===== config.mk =====
export PLATFORM = sky130hd
export DESIGN_NAME = trap_sequencer
export DESIGN_NICKNAME = d
export VERILOG_FILES = /design/src/rtl/csr_pkg.sv /design/src/rtl/trap_sequencer_irq_arbiter.sv /design/src/rtl/trap_sequencer.sv
export SDC_FILE = /design/constraint.sdc
export NUM_CORES = 1
export LEC_CHECK = 0
export ABC_AREA = 1
export BUFFER_PORTS_ARGS = -buffer_cell sky130_fd_sc_hd__buf_2
export CELL_PAD_IN_SITES_DETAIL_PLACEMENT = 0
export CELL_PAD_IN_SITES_GLOBAL_PLACEMENT = 2
export CORE_ASPECT_RATIO = 1.75
export CORE_MARGIN = 5
export CORE_UTILIZATION = 25
export CTS_CLUSTER_SIZE = 14
export DETAILED_ROUTE_END_ITERATION = 8
export GPL_TIMING_DRIVEN = 0
export PLACE_DENSITY_LB_ADDON = 0.1
export SETUP_SLACK_MARGIN = 0.4
export SYNTH_ARGS = -nofsm -noshare
export SYNTH_HDL_FRONTEND = slang
export SYNTH_SLANG_ARGS = --single-unit

===== constraint.sdc =====
create_clock -name clk -period 3.8 [get_ports clk]
set_clock_uncertainty 0.15 [all_clocks]
set_input_delay 0.76 -clock clk [delete_from_list [all_inputs] [get_ports clk]]
set_output_delay 0.76 -clock clk [all_outputs]
set_load 0.05 [all_outputs]

===== src/rtl/csr_pkg.sv =====
// Shared CSR addresses, cause codes, privilege encodings and trap sequencer states.
package csr_pkg;

  localparam logic [11:0] CSR_MSTATUS = 12'h300;
  localparam logic [11:0] CSR_MEPC    = 12'h341;
  localparam logic [11:0] CSR_MCAUSE  = 12'h342;
  localparam logic [11:0] CSR_MTVAL   = 12'h343;

  localparam logic [3:0] MCAUSE_ILLEGAL_INSTR = 4'd2;
  localparam logic [3:0] MCAUSE_BREAKPOINT    = 4'd3;
  localparam logic [3:0] MCAUSE_LOAD_FAULT    = 4'd5;
  localparam logic [3:0] MCAUSE_ECALL_M       = 4'd11;
  localparam logic [3:0] MCAUSE_M_SW_IRQ      = 4'd3;
  localparam logic [3:0] MCAUSE_M_TIMER_IRQ   = 4'd7;
  localparam logic [3:0] MCAUSE_M_EXT_IRQ     = 4'd11;

  localparam logic [63:0] MCAUSE_INTERRUPT_MASK = 64'h8000_0000_0000_0000;

  localparam logic [1:0] PRIV_U = 2'b00;
  localparam logic [1:0] PRIV_S = 2'b01;
  localparam logic [1:0] PRIV_M = 2'b11;

  typedef enum logic [2:0] {
    IDLE,
    W_EPC,
    W_CAUSE,
    W_TVAL,
    STATUS,
    REDIRECT
  } trap_state_t;

endpackage


===== src/rtl/trap_sequencer_irq_arbiter.sv =====
// Machine interrupt enable check and fixed-priority pick: ext > sw > timer.
module irq_arbiter
  import csr_pkg::*;
(
  input  logic       irq_sw,
  input  logic       irq_tm,
  input  logic       irq_ext,
  input  logic       mie_sw,
  input  logic       mie_tm,
  input  logic       mie_ext,
  input  logic       mstatus_mie,
  input  logic [1:0] priv,
  output logic       irq_take,
  output logic [3:0] irq_code
);

  logic global_en;

  // Below M-mode, machine interrupts are taken regardless of MIE.
  assign global_en = (priv != PRIV_M) || mstatus_mie;

  always_comb begin
    irq_take = 1'b0;
    irq_code = 4'd0;
    if (global_en) begin
      if (irq_ext && mie_ext) begin
        irq_take = 1'b1;
        irq_code = MCAUSE_M_EXT_IRQ;
      end else if (irq_sw && mie_sw) begin
        irq_take = 1'b1;
        irq_code = MCAUSE_M_SW_IRQ;
      end else if (irq_tm && mie_tm) begin
        irq_take = 1'b1;
        irq_code = MCAUSE_M_TIMER_IRQ;
      end
    end
  end

endmodule


===== src/rtl/trap_sequencer.sv =====
// Machine-mode trap entry/exit sequencer: serialises mepc/mcause/mtval writes,
// the mstatus/priv pulse and the final flush + redirect through one CSR write port.
module trap_sequencer
  import csr_pkg::*;
#(
  parameter int XLEN   = 64,
  parameter int CSR_AW = 12
) (
  input  logic              clk,
  input  logic              reset,
  input  logic              commit_valid,
  input  logic [XLEN-1:0]   commit_pc,
  input  logic              commit_exc,
  input  logic [3:0]        commit_cause,
  input  logic [XLEN-1:0]   commit_tval,
  input  logic              commit_mret,
  input  logic              irq_sw,
  input  logic              irq_tm,
  input  logic              irq_ext,
  input  logic              mstatus_mie,
  input  logic [XLEN-1:0]   mie_csr,
  input  logic [1:0]        priv,
  input  logic [XLEN-1:0]   mtvec,
  input  logic [XLEN-1:0]   mepc,
  input  logic [XLEN-1:0]   irq_epc,
  input  logic              pipe_idle,
  output logic              busy,
  output logic              csr_we,
  output logic [CSR_AW-1:0] csr_waddr,
  output logic [XLEN-1:0]   csr_wdata,
  output logic              status_enter,
  output logic              status_exit,
  output logic              redirect_valid,
  output logic [XLEN-1:0]   redirect_pc
);

  trap_state_t     state;
  logic [XLEN-1:0] cause_q;
  logic [XLEN-1:0] tval_q;
  logic [XLEN-1:0] target_q;

  logic            irq_take;
  logic [3:0]      irq_code;
  logic [XLEN-1:0] tvec_base;
  logic [XLEN-1:0] irq_target;
  logic [XLEN-1:0] irq_cause;
  logic            unused_mie;

  irq_arbiter u_irq_arbiter (
    .irq_sw      (irq_sw),
    .irq_tm      (irq_tm),
    .irq_ext     (irq_ext),
    .mie_sw      (mie_csr[3]),
    .mie_tm      (mie_csr[7]),
    .mie_ext     (mie_csr[11]),
    .mstatus_mie (mstatus_mie),
    .priv        (priv),
    .irq_take    (irq_take),
    .irq_code    (irq_code)
  );

  assign unused_mie = ^{mie_csr[XLEN-1:12], mie_csr[10:8], mie_csr[6:4], mie_csr[2:0]};

  // Vectored mode only offsets interrupts; synchronous exceptions always use the base.
  assign tvec_base  = {mtvec[XLEN-1:2], 2'b00};
  assign irq_target = (mtvec[1:0] == 2'b01) ? tvec_base + XLEN'({irq_code, 2'b00}) : tvec_base;
  assign irq_cause  = XLEN'(MCAUSE_INTERRUPT_MASK >> (64 - XLEN)) | XLEN'(irq_code);

  // Outputs are registered alongside the state so each reflects the state being entered.
  always_ff @(posedge clk) begin
    if (reset) begin
      state          <= IDLE;
      cause_q        <= '0;
      tval_q         <= '0;
      target_q       <= '0;
      busy           <= 1'b0;
      csr_we         <= 1'b0;
      csr_waddr      <= '0;
      csr_wdata      <= '0;
      status_enter   <= 1'b0;
      status_exit    <= 1'b0;
      redirect_valid <= 1'b0;
      redirect_pc    <= '0;
    end else begin
      csr_we         <= 1'b0;
      csr_waddr      <= '0;
      csr_wdata      <= '0;
      status_enter   <= 1'b0;
      status_exit    <= 1'b0;
      redirect_valid <= 1'b0;
      redirect_pc    <= '0;
      busy           <= 1'b1;
      case (state)
        IDLE: begin
          busy <= 1'b0;
          if (pipe_idle) begin
            if (commit_valid && commit_exc) begin
              state     <= W_EPC;
              busy      <= 1'b1;
              cause_q   <= XLEN'(commit_cause);
              tval_q    <= commit_tval;
              target_q  <= tvec_base;
              csr_we    <= 1'b1;
              csr_waddr <= CSR_AW'(CSR_MEPC);
              csr_wdata <= commit_pc;
            end else if (commit_valid && commit_mret) begin
              state       <= STATUS;
              busy        <= 1'b1;
              target_q    <= mepc;
              status_exit <= 1'b1;
            end else if (irq_take) begin
              state     <= W_EPC;
              busy      <= 1'b1;
              cause_q   <= irq_cause;
              tval_q    <= '0;
              target_q  <= irq_target;
              csr_we    <= 1'b1;
              csr_waddr <= CSR_AW'(CSR_MEPC);
              csr_wdata <= irq_epc;
            end
          end
        end
        W_EPC: begin
          state     <= W_CAUSE;
          csr_we    <= 1'b1;
          csr_waddr <= CSR_AW'(CSR_MCAUSE);
          csr_wdata <= cause_q;
        end
        W_CAUSE: begin
          state     <= W_TVAL;
          csr_we    <= 1'b1;
          csr_waddr <= CSR_AW'(CSR_MTVAL);
          csr_wdata <= tval_q;
        end
        W_TVAL: begin
          state        <= STATUS;
          status_enter <= 1'b1;
        end
        STATUS: begin
          state          <= REDIRECT;
          redirect_valid <= 1'b1;
          redirect_pc    <= target_q;
        end
        REDIRECT: begin
          state <= IDLE;
          busy  <= 1'b0;
        end
        default: begin
          state <= IDLE;
          busy  <= 1'b0;
        end
      endcase
    end
  end

endmodule


======== Yosys cells after proc, flatten, opt, wreduce, memory -nomap -nowiden ========
Index checks and enable logic that the tools add are counted.
word-level totals
  register bits after elaboration ......... 340
  latch bits .............................. 0
  memory bits (writable) .................. 0
  memory bits (read-only) ................. 0
  input port bits ......................... 400
  output and inout bits ................... 145
  word-level logic and storage cells ...... 86
  memories kept ........................... 0
operators by class
  $add $sub $neg .......................... 1
  multipliers ............................. 0
  div/mod/pow operators ................... 0
  order comparisons ....................... 0
  eq/ne operators ......................... 9
  shift operators ......................... 0
  multiplexer cells ....................... 45
  bitwise operators ....................... 3
  reductions and logical operators ........ 16
operators by type and width
  cell                  number
  $mux W64              14
  $pmux W64 S3          1
  $add A64 B6 Y64       1
  $mux W10              4
  $pmux W10 S3          1
  $mux W3               5
  $pmux W3 S5           1
  $mux W1               14
  $mux W4               3
  $reduce_or A4 Y1      2
  $eq A3 B2 Y1 const B  2
  $ne A2 B2 Y1 const B  3
  $logic_and A1 B1 Y1   5
  $ne A4 B4 Y1 const B  1
  $pmux W1 S2           2
  $reduce_and A4 Y1     1
  $reduce_or A2 Y1      2
  $eq A3 B1 Y1 const B  1
  $eq A3 B3 Y1 const B  1
  $logic_not A3 Y1      1
  $not A1 Y1            3
  $reduce_and A3 Y1     1
  $reduce_bool A3 Y1    1
  $eq A2 B1 Y1 const B  1
  other kinds (3)       3

======== Logic depth before layout (Yosys ltp) ========
Gate-level depths: netlist of the first run.
  word-level depth ........................ 10
  gate-level depth with buffers ........... 18
  depth with buffers taken out ............ 18

======== By module ========
From an unflattened synthesis of the first run, not the netlist that was laid out.
second synthesis, totals
  cell total of the unflattened synthesis .. 1,853
  area total of the unflattened synthesis .. 12,836.1 um^2
modules (own cells, without submodules)
  module          times used  cells each  area an instance (um^2)  seq. area each (um^2)
  trap_sequencer  1           1,838       12,769.7                 5,425.2
  irq_arbiter     1           15          66.3                     0.0

======== Worst setup path before layout of the first run ========
OpenSTA, ideal clock, no wires.
  path kind ............................... input to register
  from .................................... input port irq_ext
  to ...................................... register target_q[62]
  library setup time ...................... 0.132 ns
  arrival time ............................ 2.713 ns
  data required time ...................... 3.518 ns
  setup slack ............................. 0.805 ns
  cell stages on the path ................. 17
  buffers on the path ..................... 0
  path through ............................ nand2_1 > nand2_1 > inv_1 > a21oi_1 > ha_1 > fa_1 > nand2_1 > nand2_1 > nand2_1 > nor2_4 > nand4_2 > nor2_1 > nand3_1 > nand3_1 > nand2_1 > nand2_1 > a21oi_1
between the ends
  word-level cells in the longest chain between the ends .. 8
  elaborated cells on any way between the ends .. 12
  those cells by class .................... add/sub (1); mux (8); reduce/logical (3)
ends and longest elaborated chain
  element                line                              text
  start, declared        trap_sequencer.sv:19              input logic irq_ext,
  $logic_and A1 B1 Y1 *  trap_sequencer_irq_arbiter.sv:26  if (irq_ext && mie_ext) begin
  $mux W4                trap_sequencer_irq_arbiter.sv:26
  $mux W4                trap_sequencer_irq_arbiter.sv:25  if (global_en) begin
  $add A64 B6 Y64        trap_sequencer.sv:66              assign irq_target = (mtvec[1:0] == 2'b01) ? tvec_base + XLEN'({irq_code, 2'b00}) : tvec_base;
  $mux W64               trap_sequencer.sv:66
  $mux W64               trap_sequencer.sv:111             end else if (irq_take) begin
  $mux W64               trap_sequencer.sv:106             end else if (commit_valid && commit_mret) begin
  $mux W64               trap_sequencer.sv:97              if (commit_valid && commit_exc) begin
  end signal, assigned   trap_sequencer.sv:102             target_q <= tvec_base;
  end signal, assigned   trap_sequencer.sv:109             target_q <= mepc;
  end signal, assigned   trap_sequencer.sv:116             target_q <= irq_target;
  end, declared          trap_sequencer.sv:40              logic [XLEN-1:0] target_q;
Mark *: on every way between the ends. The rest lies on a longest branch, timed or not. The select of a mux whose other input is x is not followed.
A chain may end at the register's enable or synchronous reset.

======== Final worst setup path of the first run ========
  from .................................... input port priv[1]
  to ...................................... register target_q[40]
between the ends
  word-level cells in the longest chain between the ends .. 8
  elaborated cells on any way between the ends .. 11
  those cells by class .................... add/sub (1); eq/ne (1); mux (6); reduce/logical (3)
ends and longest elaborated chain
  element               line                              text
  start, declared       trap_sequencer.sv:22              input logic [1:0] priv,
  $ne A2 B2 Y1 *        trap_sequencer_irq_arbiter.sv:20  assign global_en = (priv != PRIV_M) || mstatus_mie;
  $logic_or A1 B1 Y1 *  trap_sequencer_irq_arbiter.sv:20
  $mux W4               trap_sequencer_irq_arbiter.sv:25
  $add A64 B6 Y64       trap_sequencer.sv:66
  $mux W64              trap_sequencer.sv:66
  $mux W64              trap_sequencer.sv:111
  $mux W64              trap_sequencer.sv:106
  $mux W64              trap_sequencer.sv:97
Marked as above.

==> flow_summary_export.csv, run 1 <==
group,metric,value,unit
detailed_routing,met1_length,23000,um
clock_network,cts_hold_buf,0,
critical_path,ff2ff_setup_slack,1.12,ns
detailed_routing,met2_length,37900,um
synth,synth-edff-count,0,
clock_network,clockRootBuffer,"clkbuf_16",
critical_path,end_kind,"register",
critical_path,arrival,3.53,ns
critical_path,cp-start-kind,"input pin",
global_routing,globalRouteTotalUtil,23.3,%
placement,dp_slack,-0.331,ns
clock_network,clk_latency,0.59,ns
synth,synth-seq-area-share,42.8,%
placement,portBuffers,476,
detailed_routing,num_vias,14100,
power_and_ir_drop,powerDensity,510,mW/mm^2
timing,slew_violations,0,
synth,synthSimpleGateAreaFrac,26.3,%
min_path,holdPathStages,3,
clock_network,cts_buffers,30,
synth,synthMuxAreaShare,0,%
power_and_ir_drop,p_clk_share,35.3,%
cells_and_area,final_common_cell,"buf_2",
outcome,status,"completed",
detailed_routing,vias_per_cell,4.68,
power_and_ir_drop,design_power_total,8.66,mW
detailed_routing,wl_met3,4260,um
synth,synth_compound_area_share,19.4,%
timing,slew-limit-headroom,25.5,%
die,rows,109,
detailed_routing,drcViolationCount,0,
critical_path,critical_path_class,"input pin to register",
min_path,worstHoldEndpoint,"csr_wdata[13]$_SDFF_PP0_",
global_routing,grt_pass1_wl,97100,um
synth,synthArstFlopShare,0,%
min_path,hold_class,"input pin to register",
timing,layout_setup_ws,0.569,ns
critical_path,cp_max_fo,5,
detailed_routing,first_iter_violations,722,
global_routing,grt_pass1_vias,14600,
timing,worstMarginPinSlew,1.12,ns
critical_path,crit_required,4.10,ns
clock_network,cts_max_path_buffers,3,
die,die_h,308,um
timing,post-route-min-period,3.23,ns
synth,syn_avg_cell_area,7.05,um^2
timing,setup_viol,0,
critical_path,reg2reg_depth,10,
cells_and_area,final_layout_size_suffix_gt1_share,26.9,%
synth,synth_xor_area_share,1.80,%
power_and_ir_drop,leakage,7.51,nW
power_and_ir_drop,p_switching,3.07,mW
clock_network,h-tree-depth,1,
detailed_routing,top_layer_used,"met5",
power_and_ir_drop,combPwrFrac,26.8,%
die,ios,545,
global_routing,grt_antenna_before_repair,11,
timing,grt_setup_unrepaired,"no",
die,dieArea,0.0555,mm^2
timing,timing.fmax,309,MHz
cells_and_area,final_cell_mix,"515 x buf_2, 454 x nand2_1, 272 x a21oi_1",
synth,synth_top_flop_cell,"dfxtp_1",
power_and_ir_drop,ir_drop,0.318,mV
timing,finalHoldViolations,0,
critical_path,r2r-start,"state[0]$_SDFFE_PP0P_",
clock_network,clkTransAtPathRegs,0.06,ns
cells_and_area,syn_to_final_growth,33.9,%
detailed_routing,routed_wl,67900,um
placement,gp_congestion,0.947,
placement,hpwl,56600,um
synth,ys_ff_latch,271,
die,coreArea,0.0503,mm^2
cells_and_area,nNetsFinal,2716,
synth,ys_types,45,
die,start_util,25.2,%
global_routing,grt_overflow_total,0,
power_and_ir_drop,p_int,5.59,mW
synth,synth_fa_ha_area_share,0.553,%
die,die_w,180,um
detailed_routing,dr.pass1.iters,5,
timing,finalCritPeriodShare,85.0,%
min_path,min_from,"irq_epc[13]",
power_and_ir_drop,pwr-share-seq,37.9,%
detailed_routing,postRouteAntennaNets,0,
power_and_ir_drop,p_sw_share,35.4,%
global_routing,grt_max_degree,15,
clock_network,cts_tree,"done",
detailed_routing,wl_per_cell,22.6,um
critical_path,worstReg2RegEnd,"target_q[16]$_SDFFE_PP0P_",
synth,syn_inst,1797,
synth,synth_area,0.0127,mm^2
flow_run,cap_violations,0,
clock_network,cts.sinks,271,
synth,synth_top_family_by_area,"simple AND/OR/NAND/NOR gates",
synth,yosys_warnings,0,
-- stage by stage --
stage / hold WS (ns) / util [%] / instances / TNS [ns] / area, um^2
after floorplan: 0.255 / - / 1803 / 0 / 12700
after global routing: 0.250 / 33.7 / 3002 / 0 / 17000
after detailed placement: 0.268 / 31.6 / 2945 / -3.53 / 15900
after global placement: 0.270 / 31.6 / 2945 / -3.57 / 15900
final: 0.268 / 33.7 / 3006 / 0 / 17000
after CTS: 0.227 / 33.7 / 3000 / 0 / 16900
-- cell type report --
cell class	count	area [um^2]
fill	5728	33400
clock buffer	48	950
tap	666	833
multi-input combinational	1261	6130
clock inverter	7	80.1
inverter	158	593
buffer	113	563
sequential	271	5430
antenna	6	15.0
timing repair buffer	476	2380
-- state kept, by name (all words and copies together), names as in the netlist, 3 cells and up --
register	count
cause_q	5
csr_waddr	3
csr_wdata	64
redirect_pc	64
state	3
target_q	64
tval_q	64
-- worst max-delay path: stages --
cell	delay, ns
buf_2	0.08
nand2_1	0.04
nor2_1	0.24
nor2_1	0.16
ha_1	0.40
nor2_1	0.06
nor2_1	0.24
nand3_1	0.19
nor2_2	0.21
nand2_1	0.15
nor2_1	0.42
nand2_1	0.10
nand3_1	0.11
nand2_1	0.06
o21ai_0	0.17
a21oi_1	0.11
-- power by group through the flow --
stage	clock network (mW)	logic (mW)	registers, mW
6_report	3.06	2.33	3.28
4_1_cts	3.16	2.36	3.28
2_1_floorplan	0	1.16	3.62
3_3_place_gp	0	2.35	3.34
3_5_place_dp	0	2.35	3.34
5_1_grt	3.27	2.54	3.31
-- kinds of logic after synthesis --
family                     count (synthesis)
and+or+nand+nor                          786
AOI/OAI and AO/OA                        437
buffers and inverters                    271
DFF                                      271
xor gates and xnor gates                  26
adders and majority gates                  5
other                                      1
-- how the worst max path moves through the flow --
| stage | start | depth (start not counted) | slack (ns) | end |
|---|---|---|---|---|
| 6_report | priv[1] | 16 | 0.57 | target_q[40]$_SDFFE_PP0P_ |
| 3_5_place_dp | irq_ext | 18 | -0.33 | target_q[52]$_SDFFE_PP0P_ |
| 4_1_cts | irq_ext | 18 | 0.51 | target_q[46]$_SDFFE_PP0P_ |
| 2_1_floorplan | irq_ext | 17 | 0.80 | target_q[62]$_SDFFE_PP0P_ |
| 5_1_grt | irq_ext | 16 | 0.45 | target_q[37]$_SDFFE_PP0P_ |
| 3_3_place_gp | irq_ext | 18 | -0.36 | target_q[52]$_SDFFE_PP0P_ |
-- layer usage --
metal	global-route usage (%)	vias to the layer above
met4	8.43	2
met1	22.4	6507
met3	5.30	93
met2	47.6	516
met5	0	-
li1	-	6951
-- cell usage after synthesis (2+ instances only) --
master    number  area (um^2)
a211oi_1       4         30.0
nand2_1      454         1700
xor2_1        18          158
a21oi_1      273         1370
nor2_4         6         67.6
nand4_1       32          200
a32o_1         4         40.0
a31oi_1        5         31.3
buf_1          6         22.5
o211ai_1      21          158
o21ai_1        3         15.0
nand3_1       89          445
clkbuf_1      51          191
inv_2          8         30.0
nor2_1       154          578
o21ai_0       58          290
buf_2         39          195
buf_6          7         78.8
or2_2          7         43.8
ha_1           4         50.1
inv_1        150          563
nand3_2        2         20.0
dfxtp_1      271         5430
and3_1         2         12.5
nand2_2        4         25.0
o21bai_1       3         22.5
xnor2_1        8         70.1
a22oi_1       60          450
nor2_2        12         75.1
buf_4         10         75.1
nor3_1        18         90.1
-- what timing repair did --
item,CTS,global route
gates resized for setup,1,3
buffers inserted,0,0
setup endpoints to repair,7,7
pin swaps,0,0
No activity file was read; power rests on OpenSTA's default activity.
==> run 2: changes to the inputs <==
CORE_UTILIZATION = 22   (was 25)
SETUP_SLACK_MARGIN = not set   (was 0.4)
clock period = 2.8 ns   (was 3.8 ns; I/O delays follow)
==> run 2 against run 1 <==
Routed wire length is 4.7% higher. Flip-flop and latch count stayed put. First-iteration DRC count down 6.2%. Die area up 13%. Via count up 1.3%. Combinational power up 38%. Global-route usage is 1.6 points lower. Utilization fell by 3.6 points. Worst hold slack worse by 0.19 ns. Critical endpoint is now target_q[16]$_SDFFE_PP0P_. Largest power group unchanged. Highest routed layer unchanged.
==> flow_summary_export.csv, run 2 (synthesis results as in run 1) <==
group,metric,value,unit
die,die_h,328,um
clock_network,cts_buffers,30,
global_routing,grt_antenna_before_repair,23,
global_routing,grt_pass1_wl,100000,um
clock_network,cts_tree,"done",
cells_and_area,stdcell_area,0.0172,mm^2
clock_network,h-tree-depth,1,
detailed_routing,postRouteAntennaNets,0,
global_routing,grt_max_degree,15,
die,ios,545,
critical_path,end_kind,"register",
die,coreArea,0.0572,mm^2
detailed_routing,first_iter_violations,677,
clock_network,cts.sinks,271,
critical_path,critical_path_class,"register to register",
placement,hpwl,59400,um
critical_path,cp_max_fo,10,
critical_path,crit_required,3.09,ns
clock_network,cts_hold_buf,0,
timing,worstMarginPinSlew,0.873,ns
die,start_util,22.2,%
detailed_routing,dr.pass1.iters,4,
detailed_routing,num_vias,14300,
power_and_ir_drop,powerDensity,666,mW/mm^2
critical_path,reg2reg_depth,10,
flow_run,cap_violations,0,
detailed_routing,drcViolationCount,0,
critical_path,arrival,2.97,ns
critical_path,crit_end,"target_q[16]$_SDFFE_PP0P_",
die,die_w,191,um
clock_network,clkTransAtPathRegs,0.07,ns
critical_path,r2r-start,"state[0]$_SDFFE_PP0P_",
placement,place_area,0.0160,mm^2
detailed_routing,vias_per_cell,4.57,
timing,finalHoldViolations,0,
critical_path,cp-start-kind,"register",
timing,hold_ws,0.0822,ns
cells_and_area,nFillCells,6668,
die,rows,116,
placement,gp_congestion,0.932,
detailed_routing,routed_wl,71100,um
global_routing,grt_pass1_vias,14900,
cells_and_area,syn_to_final_growth,35.8,%
power_and_ir_drop,design_power_total,11.5,mW
timing,timing.fmax,374,MHz
cells_and_area,final_cell_mix,"515 x buf_2, 452 x nand2_1, 272 x a21oi_1",
critical_path,worstReg2RegEnd,"target_q[16]$_SDFFE_PP0P_",
global_routing,grt_overflow_total,0,
cells_and_area,final_layout_size_suffix_gt1_share,27.7,%
timing,post-route-min-period,2.67,ns
cells_and_area,nNetsFinal,2725,
timing,slew_violations,0,
detailed_routing,wl_per_cell,22.8,um
power_and_ir_drop,leakage,7.51,nW
clock_network,clk_latency,0.57,ns
critical_path,startpoint,"state[0]$_SDFFE_PP0P_",
outcome,status,"completed",
clock_network,cts_max_path_buffers,3,
timing,setup_viol,0,
global_routing,globalRouteTotalUtil,21.7,%
clock_network,clockRootBuffer,"clkbuf_16",
die,dieArea,0.0627,mm^2
power_and_ir_drop,ir_drop,0.538,mV
timing,finalCritPeriodShare,95.4,%
critical_path,ff2ff_setup_slack,0.13,ns
cells_and_area,final_common_cell,"buf_2",
min_path,hold_class,"input pin to register",
placement,portBuffers,476,
timing,slew-limit-headroom,41.8,%
timing,grt_setup_unrepaired,"no",
run 2: report_power, final:
group	total [mW]	switching (mW)	leakage (nW)	internal, mW
combinational	3.21	2.29	4.86	0.920
sequential	4.45	0.180	2.20	4.27
clock	3.81	1.68	0.453	2.12
total	11.5	4.15	7.51	7.31
run 2: worst min path at each step:
stage | slack, ns | from | end | cells past startpoint
after floorplan | 0.26 | target_q[10]$_SDFFE_PP0P_ | redirect_pc[10]$_SDFF_PP0_ | 2
after global placement | 0.27 | target_q[48]$_SDFFE_PP0P_ | redirect_pc[48]$_SDFF_PP0_ | 2
after detailed placement | 0.27 | target_q[13]$_SDFFE_PP0P_ | redirect_pc[13]$_SDFF_PP0_ | 2
after CTS | 0.04 | irq_epc[16] | csr_wdata[16]$_SDFF_PP0_ | 3
after global routing | 0.06 | irq_epc[14] | csr_wdata[14]$_SDFF_PP0_ | 3
final | 0.08 | irq_epc[14] | csr_wdata[14]$_SDFF_PP0_ | 3
run 2: area by class of cell:
cell class | count | area [um^2] | area share [%]
Antenna cell | 10 | 25.0 | 0.145
Tap cell | 767 | 960 | 5.58
Clock buffer | 43 | 861 | 5.00
Inverter | 158 | 593 | 3.45
Clock inverter | 8 | 51.3 | 0.298
Multi-Input combinational cell | 1261 | 6260 | 36.4
Buffer | 112 | 559 | 3.25
Timing Repair Buffer | 486 | 2470 | 14.4
Sequential cell | 271 | 5430 | 31.5
run 2: critical path, cell delays in order (launching register included):
cell and delay [ns]:
dfxtp_1 0.29, buf_2 0.17, nor2_4 0.15, nand2_2 0.08, nor2_2 0.15, inv_2 0.08, a21oi_4 0.36, inv_2 0.22
clkbuf_1 0.31, a21oi_1 0.45, a21oi_1 0.12
run 2: metrics by stage:
step | utilization [%] | cells | setup TNS [ns] | setup WS [ns]
2_1_floorplan | - | 1803 | 0 | 0.00460
5_1_grt | 30.0 | 3107 | 0 | 0.0343
3_3_place_gp | 28.0 | 3046 | -80.84 | -1.24
4_1_cts | 29.9 | 3102 | 0 | 0.0186
6_report | 30.1 | 3116 | 0 | 0.129
3_5_place_dp | 28.0 | 3046 | -82.58 | -1.24
run 2: per-layer routing:
metal,vias to the layer above,wire [um],global-route usage (%)
met2,540,39200,43.7
met4,12,3460,8.97
met5,-,76,0
met3,128,5170,5.37
met1,6588,23200,20.1
li1,6986,-,-
run 2: what timing repair did:
action,CTS,global route
setup buffers,6,4
endpoints found under the setup margin,51,26
pin swaps,3,5
gates resized for setup,19,15
==> run 3: changes to the inputs <==
CORE_ASPECT_RATIO = 0.5   (was 1.75)
==> run 3 against run 2 <==
Non-clock buffer count up 48. Sequential share of layout area down 0.82 points. Critical endpoint is now target_q[57]$_SDFFE_PP0P_. Flip-flop and latch count unchanged.
==> flow_summary_export.csv, run 3 (synthesis results as in run 1) <==
group,metric,value,unit
critical_path,cp.buffers_inverters,3,
detailed_routing,first_iter_violations,746,
global_routing,grt_pass1_wl,94000,um
critical_path,critical_path_class,"input pin to register",
timing,slew-limit-headroom,41.3,%
clock_network,clkTransAtPathRegs,0.07,ns
critical_path,crit_required,3.19,ns
critical_path,worstPathCellList,"buf_2 -> nand2_1 -> nand2_1 -> inv_1 -> a21oi_4 -> buf_4 -> ha_1 -> nand2_1 -> nor2_1 -> nand2_1 -> nand3_2 -> nand3_2 -> nor2_4 -> nand3_1 -> nand2_1 -> nand3_1 -> nand2_1 -> nand2_1 -> a21oi_1",
cells_and_area,final_layout_size_suffix_gt1_share,26.9,%
clock_network,clk_latency,0.63,ns
timing,worstMarginPinSlew,0.880,ns
critical_path,crit_slowest_cell,"nor2_4",
timing,post-route-min-period,2.65,ns
timing,timing.fmax,377,MHz
timing,slew_violations,0,
power_and_ir_drop,leakage,7.73,nW
min_path,hold_class,"input pin to register",
timing,finalHoldViolations,0,
cells_and_area,syn_to_final_growth,39.4,%
clock_network,cts_buffers,30,
die,coreArea,0.0572,mm^2
die,ios,545,
clock_network,cts_max_path_buffers,3,
detailed_routing,num_vias,14100,
detailed_routing,drcViolationCount,0,
die,start_util,22.2,%
critical_path,cp_max_fo,7,
global_routing,grt_max_degree,17,
die,die_h,180,um
timing,hold_ws,0.0471,ns
placement,hpwl,50800,um
placement,portBuffers,476,
critical_path,critPathTopFamily,"simple AND/OR/NAND/NOR gates",
outcome,status,"completed",
detailed_routing,vias_per_cell,4.46,
detailed_routing,wl_per_cell,20.5,um
timing,setup_viol,0,
timing,finalCritPeriodShare,94.7,%
detailed_routing,dr.pass1.iters,5,
critical_path,cp-start-kind,"input pin",
placement,gp_congestion,0.869,
global_routing,globalRouteTotalUtil,19.6,%
clock_network,clockRootBuffer,"clkbuf_16",
die,die_w,349,um
cells_and_area,stdcell_area,0.0177,mm^2
power_and_ir_drop,powerDensity,665,mW/mm^2
cells_and_area,nNetsFinal,2773,
cells_and_area,final_util,30.9,%
clock_network,cts.sinks,271,
die,dieArea,0.0628,mm^2
power_and_ir_drop,ir_drop,0.418,mV
critical_path,crit_path_max_incr_delay,0.32,ns
clock_network,cts_tree,"done",
cells_and_area,final_cell_mix,"515 x buf_2, 453 x nand2_1, 272 x a21oi_1",
placement,place_area,0.0160,mm^2
detailed_routing,postRouteAntennaNets,0,
clock_network,h-tree-depth,1,
flow_run,cap_violations,0,
detailed_routing,routed_wl,64900,um
critical_path,timing.critical_path.mode_cell,"nand2_1",
critical_path,arrival,3.04,ns
cells_and_area,final_common_cell,"buf_2",
die,rows,62,
critical_path,end_kind,"register",
global_routing,grt_pass1_vias,14300,
global_routing,grt_antenna_before_repair,3,
global_routing,grt_overflow_total,0,
[run 3: cell count changes in the layout (fill, tap and decap cells not counted), moves of 2 or more]
cell,before,now
nor2_1,143,146
nor2_4,15,12
clkinv_2,5,8
bufinv_16,0,2
diode_2,10,3
buf_4,19,17
nand3_4,2,0
dlygate4sd3_1,0,51
[run 3: cell type report]
class / count / area (um^2)
Fill cell: 6602 / 39500
Timing Repair Buffer: 534 / 2950
Clock inverter: 14 / 155
Antenna cell: 3 / 7.51
Tap cell: 768 / 961
Clock buffer: 40 / 818
Multi-Input combinational cell: 1261 / 6200
Buffer: 112 / 559
Sequential cell: 271 / 5430
Inverter: 158 / 593
[run 3: metrics by stage]
stage | power, mW | setup TNS [ns] | setup WS [ns] | std cells
final | 11.8 | 0 | 0.148 | 3161
after global routing | 12.4 | -0.00583 | -0.00583 | 3160
after CTS | 12.0 | 0 | 0.0175 | 3152
after detailed placement | 7.72 | -95.43 | -1.13 | 3047
after global placement | 7.73 | -94.04 | -1.11 | 3047
after floorplan | 6.49 | 0 | 0.00460 | 1803
[run 3: where the power goes]
part | internal [mW] | switching [mW] | total [mW]
clock | 2.25 | 1.85 | 4.10
combinational | 0.963 | 2.26 | 3.22
sequential | 4.26 | 0.172 | 4.44
[run 3: path summary, 6_finish.rpt]
| check | cells past startpoint | start | to | slack (ns) |
|---|---|---|---|---|
| min reg2reg | 2 | target_q[47]$_SDFFE_PP0P_ | redirect_pc[47]$_SDFF_PP0_ | 0.26 |
| min | 3 | commit_tval[41] | tval_q[41]$_SDFFE_PP0P_ | 0.05 |
| max | 19 | irq_ext | target_q[57]$_SDFFE_PP0P_ | 0.15 |
| max reg2reg | 6 | state[0]$_SDFFE_PP0P_ | csr_wdata[33]$_SDFF_PP0_ | 0.33 |
[run 3: worst register-to-register path, cell delays in order (launching register included)]
cell and delay, ns:
dfxtp_1 0.29, buf_2 0.17, nor3_1 0.51, clkbuf_1 0.58, buf_2 0.39, a22oi_1 0.16
a21oi_1 0.15
[run 3: repair_timing]
action | in CTS | in global routing
resized for setup | 7 | 16
hold endpoints to repair | 51 | 0
buffers inserted | 1 | 6
cloned | 0 | 0
setup endpoints to repair | 56 | 28
hold buffers | 51 | 0
pin swaps | 1 | 4
[run 3: routing by layer]
metal	GRT usage, %	part of all wire, %	up-vias
met5	0	0	-
li1	-	-	7056
met3	2.51	4.0	58
met2	35.9	51	282
met1	25.1	44	6699
met4	3.20	1.6	0
